### src/rtl/seg_display_scan.sv
// seg_display_scan: time-multiplexes one selected 32-bit CPU word onto an
// 8-digit common-anode seven-segment display, one hex nibble per digit.
// The selected word is snapshotted once per frame so a frame never mixes values.
//
// Ports:
//   clk          system clock
//   clr          synchronous active-high reset
//   disp_sel     source select: 0=leddata 1=count_all 2=count_branch 3=count_jmp
//   leddata      CPU display word
//   count_all    total cycle counter
//   count_branch taken-branch counter
//   count_jmp    jump counter
//   an           digit enables, active-low, an[0] = rightmost digit = nibble [3:0]
//   seg          segments {g,f,e,d,c,b,a}, active-low
//   dp           decimal point, active-low (lit on digit 0 when a counter is shown)
//
// Parameter SCAN_DIV: clk cycles each digit is driven (>= 2).
// Optional macro SEG_LEADING_ZERO_BLANK_EN: blank leading-zero digits (digit 0 never blanked).
module seg_display_scan #(
  parameter int unsigned SCAN_DIV = 100000
) (
  input  logic        clk,
  input  logic        clr,
  input  logic [1:0]  disp_sel,
  input  logic [31:0] leddata,
  input  logic [31:0] count_all,
  input  logic [31:0] count_branch,
  input  logic [31:0] count_jmp,
  output logic [7:0]  an,
  output logic [6:0]  seg,
  output logic        dp
);

  localparam int unsigned CNT_W = (SCAN_DIV > 1) ? $clog2(SCAN_DIV) : 1;

  logic [CNT_W-1:0] div_cnt_q, div_cnt_d;
  logic [2:0]       dig_idx_q, dig_idx_d;
  logic [31:0]      snap_q, snap_d;
  logic [1:0]       snap_sel_q, snap_sel_d;
  logic [7:0]       an_q, an_d;
  logic [6:0]       seg_q, seg_d;
  logic             dp_q, dp_d;

  logic [31:0]      sel_word;
  logic [3:0]       nibble;
  logic [4:0]       bit_base;

  // Active-low hex glyphs for segments {g,f,e,d,c,b,a}.
  function automatic logic [6:0] hex_decode(input logic [3:0] v);
    logic [6:0] s;
    case (v)
      4'h0: s = 7'h40;
      4'h1: s = 7'h79;
      4'h2: s = 7'h24;
      4'h3: s = 7'h30;
      4'h4: s = 7'h19;
      4'h5: s = 7'h12;
      4'h6: s = 7'h02;
      4'h7: s = 7'h78;
      4'h8: s = 7'h00;
      4'h9: s = 7'h10;
      4'hA: s = 7'h08;
      4'hB: s = 7'h03;
      4'hC: s = 7'h46;
      4'hD: s = 7'h21;
      4'hE: s = 7'h06;
      default: s = 7'h0E;
    endcase
    return s;
  endfunction

  // Source word mux.
  always_comb begin
    sel_word = leddata;
    case (disp_sel)
      2'd1:    sel_word = count_all;
      2'd2:    sel_word = count_branch;
      2'd3:    sel_word = count_jmp;
      default: sel_word = leddata;
    endcase
  end

  // Next-state: divider, digit index, frame snapshot and output pipeline.
  always_comb begin
    div_cnt_d  = div_cnt_q + CNT_W'(1);
    dig_idx_d  = dig_idx_q;
    snap_d     = snap_q;
    snap_sel_d = snap_sel_q;

    if (div_cnt_q == CNT_W'(SCAN_DIV - 1)) begin
      div_cnt_d = '0;
      dig_idx_d = dig_idx_q + 3'd1;
    end

    // Frame start: capture the selected word for the whole upcoming frame.
    if ((dig_idx_q == 3'd0) && (div_cnt_q == '0)) begin
      snap_d     = sel_word;
      snap_sel_d = disp_sel;
    end

    // Outputs use the pre-edge snapshot, so a new snapshot shows one cycle later.
    bit_base = {dig_idx_q, 2'b00};
    nibble   = snap_q[bit_base +: 4];
    an_d     = ~(8'b1 << dig_idx_q);
    seg_d    = hex_decode(nibble);
`ifdef SEG_LEADING_ZERO_BLANK_EN
    // Blank a digit when it and every higher nibble are zero.
    if ((dig_idx_q != 3'd0) && ((snap_q >> bit_base) == 32'd0)) begin
      seg_d = 7'h7F;
    end
`endif
    dp_d = ~((dig_idx_q == 3'd0) && (snap_sel_q != 2'd0));
  end

  // State and output registers.
  always_ff @(posedge clk) begin
    if (clr) begin
      div_cnt_q  <= '0;
      dig_idx_q  <= 3'd0;
      snap_q     <= 32'd0;
      snap_sel_q <= 2'd0;
      an_q       <= 8'hFF;
      seg_q      <= 7'h7F;
      dp_q       <= 1'b1;
    end else begin
      div_cnt_q  <= div_cnt_d;
      dig_idx_q  <= dig_idx_d;
      snap_q     <= snap_d;
      snap_sel_q <= snap_sel_d;
      an_q       <= an_d;
      seg_q      <= seg_d;
      dp_q       <= dp_d;
    end
  end

  assign an  = an_q;
  assign seg = seg_q;
  assign dp  = dp_q;

endmodule

### config.mk
export PLATFORM = sky130hd
export DESIGN_NAME = seg_display_scan
export DESIGN_NICKNAME = d
export VERILOG_FILES = /design/src/rtl/seg_display_scan.sv
export SDC_FILE = /design/constraint.sdc
export NUM_CORES = 1
export LEC_CHECK = 0
export BUFFER_PORTS_ARGS = -buffer_cell sky130_fd_sc_hd__buf_2
export CAP_MARGIN = 40
export CELL_PAD_IN_SITES_DETAIL_PLACEMENT = 0
export CELL_PAD_IN_SITES_GLOBAL_PLACEMENT = 1
export CORE_ASPECT_RATIO = 2
export CORE_MARGIN = 10
export CORE_UTILIZATION = 39
export DETAILED_ROUTE_END_ITERATION = 16
export PLACE_DENSITY_LB_ADDON = 0.1
export SLEW_MARGIN = 5
export SYNTH_ARGS = -nofsm -noshare
export SYNTH_HDL_FRONTEND = slang
export SYNTH_SLANG_ARGS = --single-unit
export TNS_END_PERCENT = 50
### constraint.sdc
create_clock -name clk -period 4.8 [get_ports clk]
set_clock_uncertainty 0.15 [all_clocks]
set_input_delay 0.96 -clock clk [delete_from_list [all_inputs] [get_ports clk]]
set_output_delay 0.96 -clock clk [all_outputs]
set_load 0.005 [all_outputs]
* Yosys cells after proc, flatten, opt, wreduce, memory -nomap -nowiden
Memory sizes are Yosys's and may differ from the RTL's. A register that Yosys moved wholly into a read port is not among the register bits. Index checks and enable logic that the tools add are counted.
Operators by class: add/subtract/negate cells 2, eq/ne operators 4, shift-type cells 2, muxes and demuxes 1, bitwise logic cells 2, reduce and logical (&&, ||, !) cells 6
Operators with widths (count):
- $pmux W32 S3 | 1
- $shiftx A32 B6 Y4 | 1
- $add A17 B1 Y17 const B | 1
- $eq A17 B17 Y1 const B | 1
- $logic_not A17 Y1 | 1
- $not A8 Y8 | 1
- $shl A1 B3 Y8 const A | 1
- $eq A2 B2 Y1 const B | 2
- $add A3 B1 Y3 const B | 1
- $logic_not A3 Y1 | 1
- $eq A2 B1 Y1 const B | 1
- $logic_and A1 B1 Y1 | 2
- $reduce_bool A2 Y1 | 1
- $reduce_or A2 Y1 | 1
- $not A1 Y1 | 1
Word-level totals: register bits 63, bits in read-only memories 112, input bits 132, output and inout bits 16, word-level logic and storage cells 24, memories 1
Memory list:
- (name not given) | depth 16, width 7, rd ports 1, clocked after memory_dff 1, write ports 0, line 51 | case (v)

* Logic depth before layout (Yosys ltp)
word-level depth 3, gate-level depth with buffers 9, gate-level depth less buffers 8

* Least setup slack after synthesis
Ideal clock, no wire load.
path kind reg-to-reg, start register dig_idx_q[0], end register seg_q[3] (netlist: seg[3]), library setup time 134 ps, arrival 2221 ps, required time 4516 ps, setup slack 2295 ps, cell stages (with the launch flop) 10, buffers on the path 1, clock period less this slack 2505 ps, cells stage by stage dfxtp_1 buf_6 mux4_2 mux2i_2 inv_1 ha_1 inv_1 nor3_1 a2111oi_0 a21oi_1
Between the ends: longest elaborated chain between the ends 1
Ends and longest elaborated chain:
- from (decl) | line 37 | logic [2:0] dig_idx_q, dig_idx_d;
- from (signal assigned) | line 127 | dig_idx_q <= dig_idx_d;
- $shiftx A32 B6 Y4 | line 103 | nibble = snap_q[bit_base +: 4];
- to (decl) | line 41 | logic [6:0] seg_q, seg_d;
Every way passes these cells. A chain may end at the register's enable or synchronous reset.

* Final worst setup path
Ends and elaborated chain as after synthesis.

==> results.sh <==
export IMPL_synth_simple_gate_area_frac=0.1678
export IMPL_synthToLayoutAreaGrowth_pct=29.64
export IMPL_synth_cell_types=48
export IMPL_initial_core_util=0.3978
export IMPL_clock_sinks=70
export IMPL_diodes=0
export IMPL_cts_buffers=9
export IMPL_critical_path_class="flip-flop to flip-flop"
export IMPL_nFillCells=968
export IMPL_required_ns=4.85
export IMPL_grt_pass1_vias=3814
export IMPL_gp_congestion=0.8313
export IMPL_die_h_um=161.1
export IMPL_crit_path_end_kind="flip-flop"
export IMPL_coreArea_um2=9763
export IMPL_hp_start="snap_q[3]"
export IMPL_antenna_left=0
export IMPL_drv_slew=0
export IMPL_max_slew_margin_rel=0.4956
export IMPL_reg2reg_slack_ns=1.81
export IMPL_p_per_area_nw_per_um2=315.9
export IMPL_max_cap_violations=0
export IMPL_synthCells=393
export IMPL_seqCellArea_um2=1401
export IMPL_netlist_top_cells_area="dfxtp_1, mux4_2, nand2_1, a21oi_1, ha_1"
export IMPL_slowest_delay_ns=0.81
export IMPL_grt_pass1_wl_um=17800
export IMPL_cts_clk_slew_worst_paths_ns=0.05
export IMPL_synth_xor_area_share=0.03834
export IMPL_async_reset_ff_frac=0
export IMPL_arrival_ns=3.04
export IMPL_via_per_inst=5.027
export IMPL_stdcell_area_um2=5035
export IMPL_grt_ovfl_total=0
export IMPL_r2r_start="dig_idx_q[0]"
export IMPL_h_tree_depth=3
export IMPL_tightest_slew_ns=0.7556
export IMPL_ys_ff_latch=70
export IMPL_pre_cts_slack_ns=1.802
export IMPL_yosysWarningCount=0
export IMPL_r2r_end="seg[3]"
export IMPL_place_hpwl_um=9014
export IMPL_clk_path_buf_depth=2
export IMPL_period_share=0.6230
export IMPL_vias=3338
export IMPL_synth_compound_gate_area_share=0.08344
export IMPL_synth_edf_count=0
export IMPL_layout_min_cycle_time_ns=2.991
export IMPL_synth_top_area_frac=0.3608
export IMPL_final_cells=664
export IMPL_synth_top_family_by_area="multiplexers"
export IMPL_min_path_cells=2
export IMPL_cp_cell_sequence="mux4_2 -> mux2i_2 -> inv_1 -> ha_1 -> inv_1 -> nor3_1 -> a2111oi_0 -> a21oi_1"
export IMPL_root_buffer="clkbuf_16"
export IMPL_hold_path_class="flip-flop to flip-flop"
export IMPL_firstDrtPassIters=4
export IMPL_ir_drop_mv=0.1644
export IMPL_synthesis_nets=539
export IMPL_nets=673
export IMPL_clock_latency_ns=0.33
export IMPL_avgSynthCellArea_um2=9.882
export IMPL_wl_um=10730
export IMPL_synth_seq_area_share=0.3608
export IMPL_antenna_found_initial=0
export IMPL_wl_per_cell_um=16.16
export IMPL_ff2ff_path_depth=8
export IMPL_cp_max_fo=14
export IMPL_synth_adder_area_share=0.04510
export IMPL_drive_above_1_share=0.4041
export IMPL_dpl_cell_area_um2=4735
export IMPL_drtIter0Drc=100
export IMPL_min_to="snap_q[3]"
export IMPL_synth_top_area_cell="dfxtp_1"
export IMPL_final_hold_viol_count=0
export IMPL_dp_cells=648
export IMPL_die_w_um=90.56
export IMPL_rsz0062_at_grt="false"
export IMPL_synth_flop_cell="dfxtp_1"
export IMPL_fin_util=0.5157
export IMPL_whs_ns=0.2958
export IMPL_multi_input_area_um2=2301
export IMPL_worstSetupStartpointType="flip-flop"
export IMPL_crit_slowest_cell="dfxtp_1"
export IMPL_setup_tns_ns=0
export IMPL_cts_resized_gates=0
export IMPL_synth_common_cells="nand2_1, dfxtp_1, a21oi_1, mux4_2, nor2_1"
export IMPL_power_leakage_nw=2.100
export IMPL_die_area_um2=14590
export IMPL_cp_common_cell="inv_1"
export IMPL_synth_most_common_cell="nand2_1"
export IMPL_p_total_mw=1.590
export IMPL_grt_max_degree=34
export IMPL_synth_mux_area_frac=0.2561
export IMPL_rows=51
export IMPL_setup_viol=0
export IMPL_fmaxAchievable_mhz=334.4
export IMPL_holdBufCountCts=0
export IMPL_cts_tree="yes"
export IMPL_ios=148
export IMPL_cts_setup_buffers=0
export IMPL_syn_area_um2=3884
export IMPL_status="finished, final reports clean"
export IMPL_portBuffers=147
export IMPL_fin_ws_ns=1.809
export IMPL_drc=0
export IMPL_grtUsageTotal=0.1508
==> placed cells by master (no fill, tap or decap), drive strengths merged, types with 2 or more instances in the layout <==
| master | n |
|---|---|
| buf | 151 |
| nand2 | 88 |
| dfxtp | 70 |
| mux4 | 38 |
| a21oi | 36 |
| nor2 | 35 |
| ha | 14 |
| xor2 | 10 |
| inv | 10 |
| clkbuf | 9 |
| xnor2 | 7 |
| mux2i | 7 |
| nand4 | 6 |
| nor3 | 5 |
| nand3 | 4 |
| nor4 | 4 |
| clkinv | 4 |
| nand2b | 3 |
| a221o | 3 |
| clkinvlp | 3 |
| mux2 | 3 |
| a2111oi | 2 |
| a31oi | 2 |
| a211oi | 2 |
| o21ai | 2 |
| or2 | 2 |
==> worst max-delay path by stage <==
stage	from	to	slack (ns)	cells past startpoint
CTS	dig_idx_q[0]	seg[3]	1.79	8
floorplan	dig_idx_q[0]	seg[3]	2.30	9
finish	dig_idx_q[0]	seg[3]	1.81	8
detailed placement	dig_idx_q[0]	seg[3]	1.80	8
global route	dig_idx_q[0]	seg[3]	1.49	8
global placement	dig_idx_q[0]	seg[3]	1.88	8
==> layout make-up <==
type	count	area share
Multi-Input combinational cell	284	0.4570
Clock inverter	7	0.01491
Clock buffer	9	0.04473
Tap cell	132	0.03280
Sequential cell	70	0.2783
Timing Repair Buffer	151	0.1640
Inverter	11	0.008201
==> cells by family after synthesis <==
logic type                 after synthesis
xor gates and xnor gates                17
AOI/OAI and AO/OA                       54
adders and majority gates               14
DFF                                     70
and+or+nand+nor                        151
buffers and inverters                   39
muxes                                   48
==> registers in the layout (all words and copies together), names as in the netlist <==
register / cells
an: 8
dig_idx_q: 3
div_cnt_q: 17
dp: 1
seg: 7
snap_q: 32
snap_sel_q: 2
==> power breakdown <==
| group | total, mW | internal [mW] | switching (mW) |
|---|---|---|---|
| logic | 0.289 | 0.155 | 0.134 |
| clock network | 0.651 | 0.402 | 0.249 |
| registers | 0.651 | 0.625 | 0.0253 |
==> critical path, delay by kind of cell (launching register included) <==
kind,cells,cell delay (ns)
AOI/OAI and AO/OA,2,0.45
DFF,1,0.81
and+or+nand+nor,1,0.06
adders and majority gates,1,0.24
muxes,2,0.93
buffers and inverters,2,0.23
==> routing by layer <==
metal | track usage | share of wire
met4 | 0.08006 | 0.029
met3 | 0.05200 | 0.063
met5 | 0 | 0
met1 | 0.1433 | 0.36
met2 | 0.2755 | 0.55
Power figures use the tool's default switching activity.
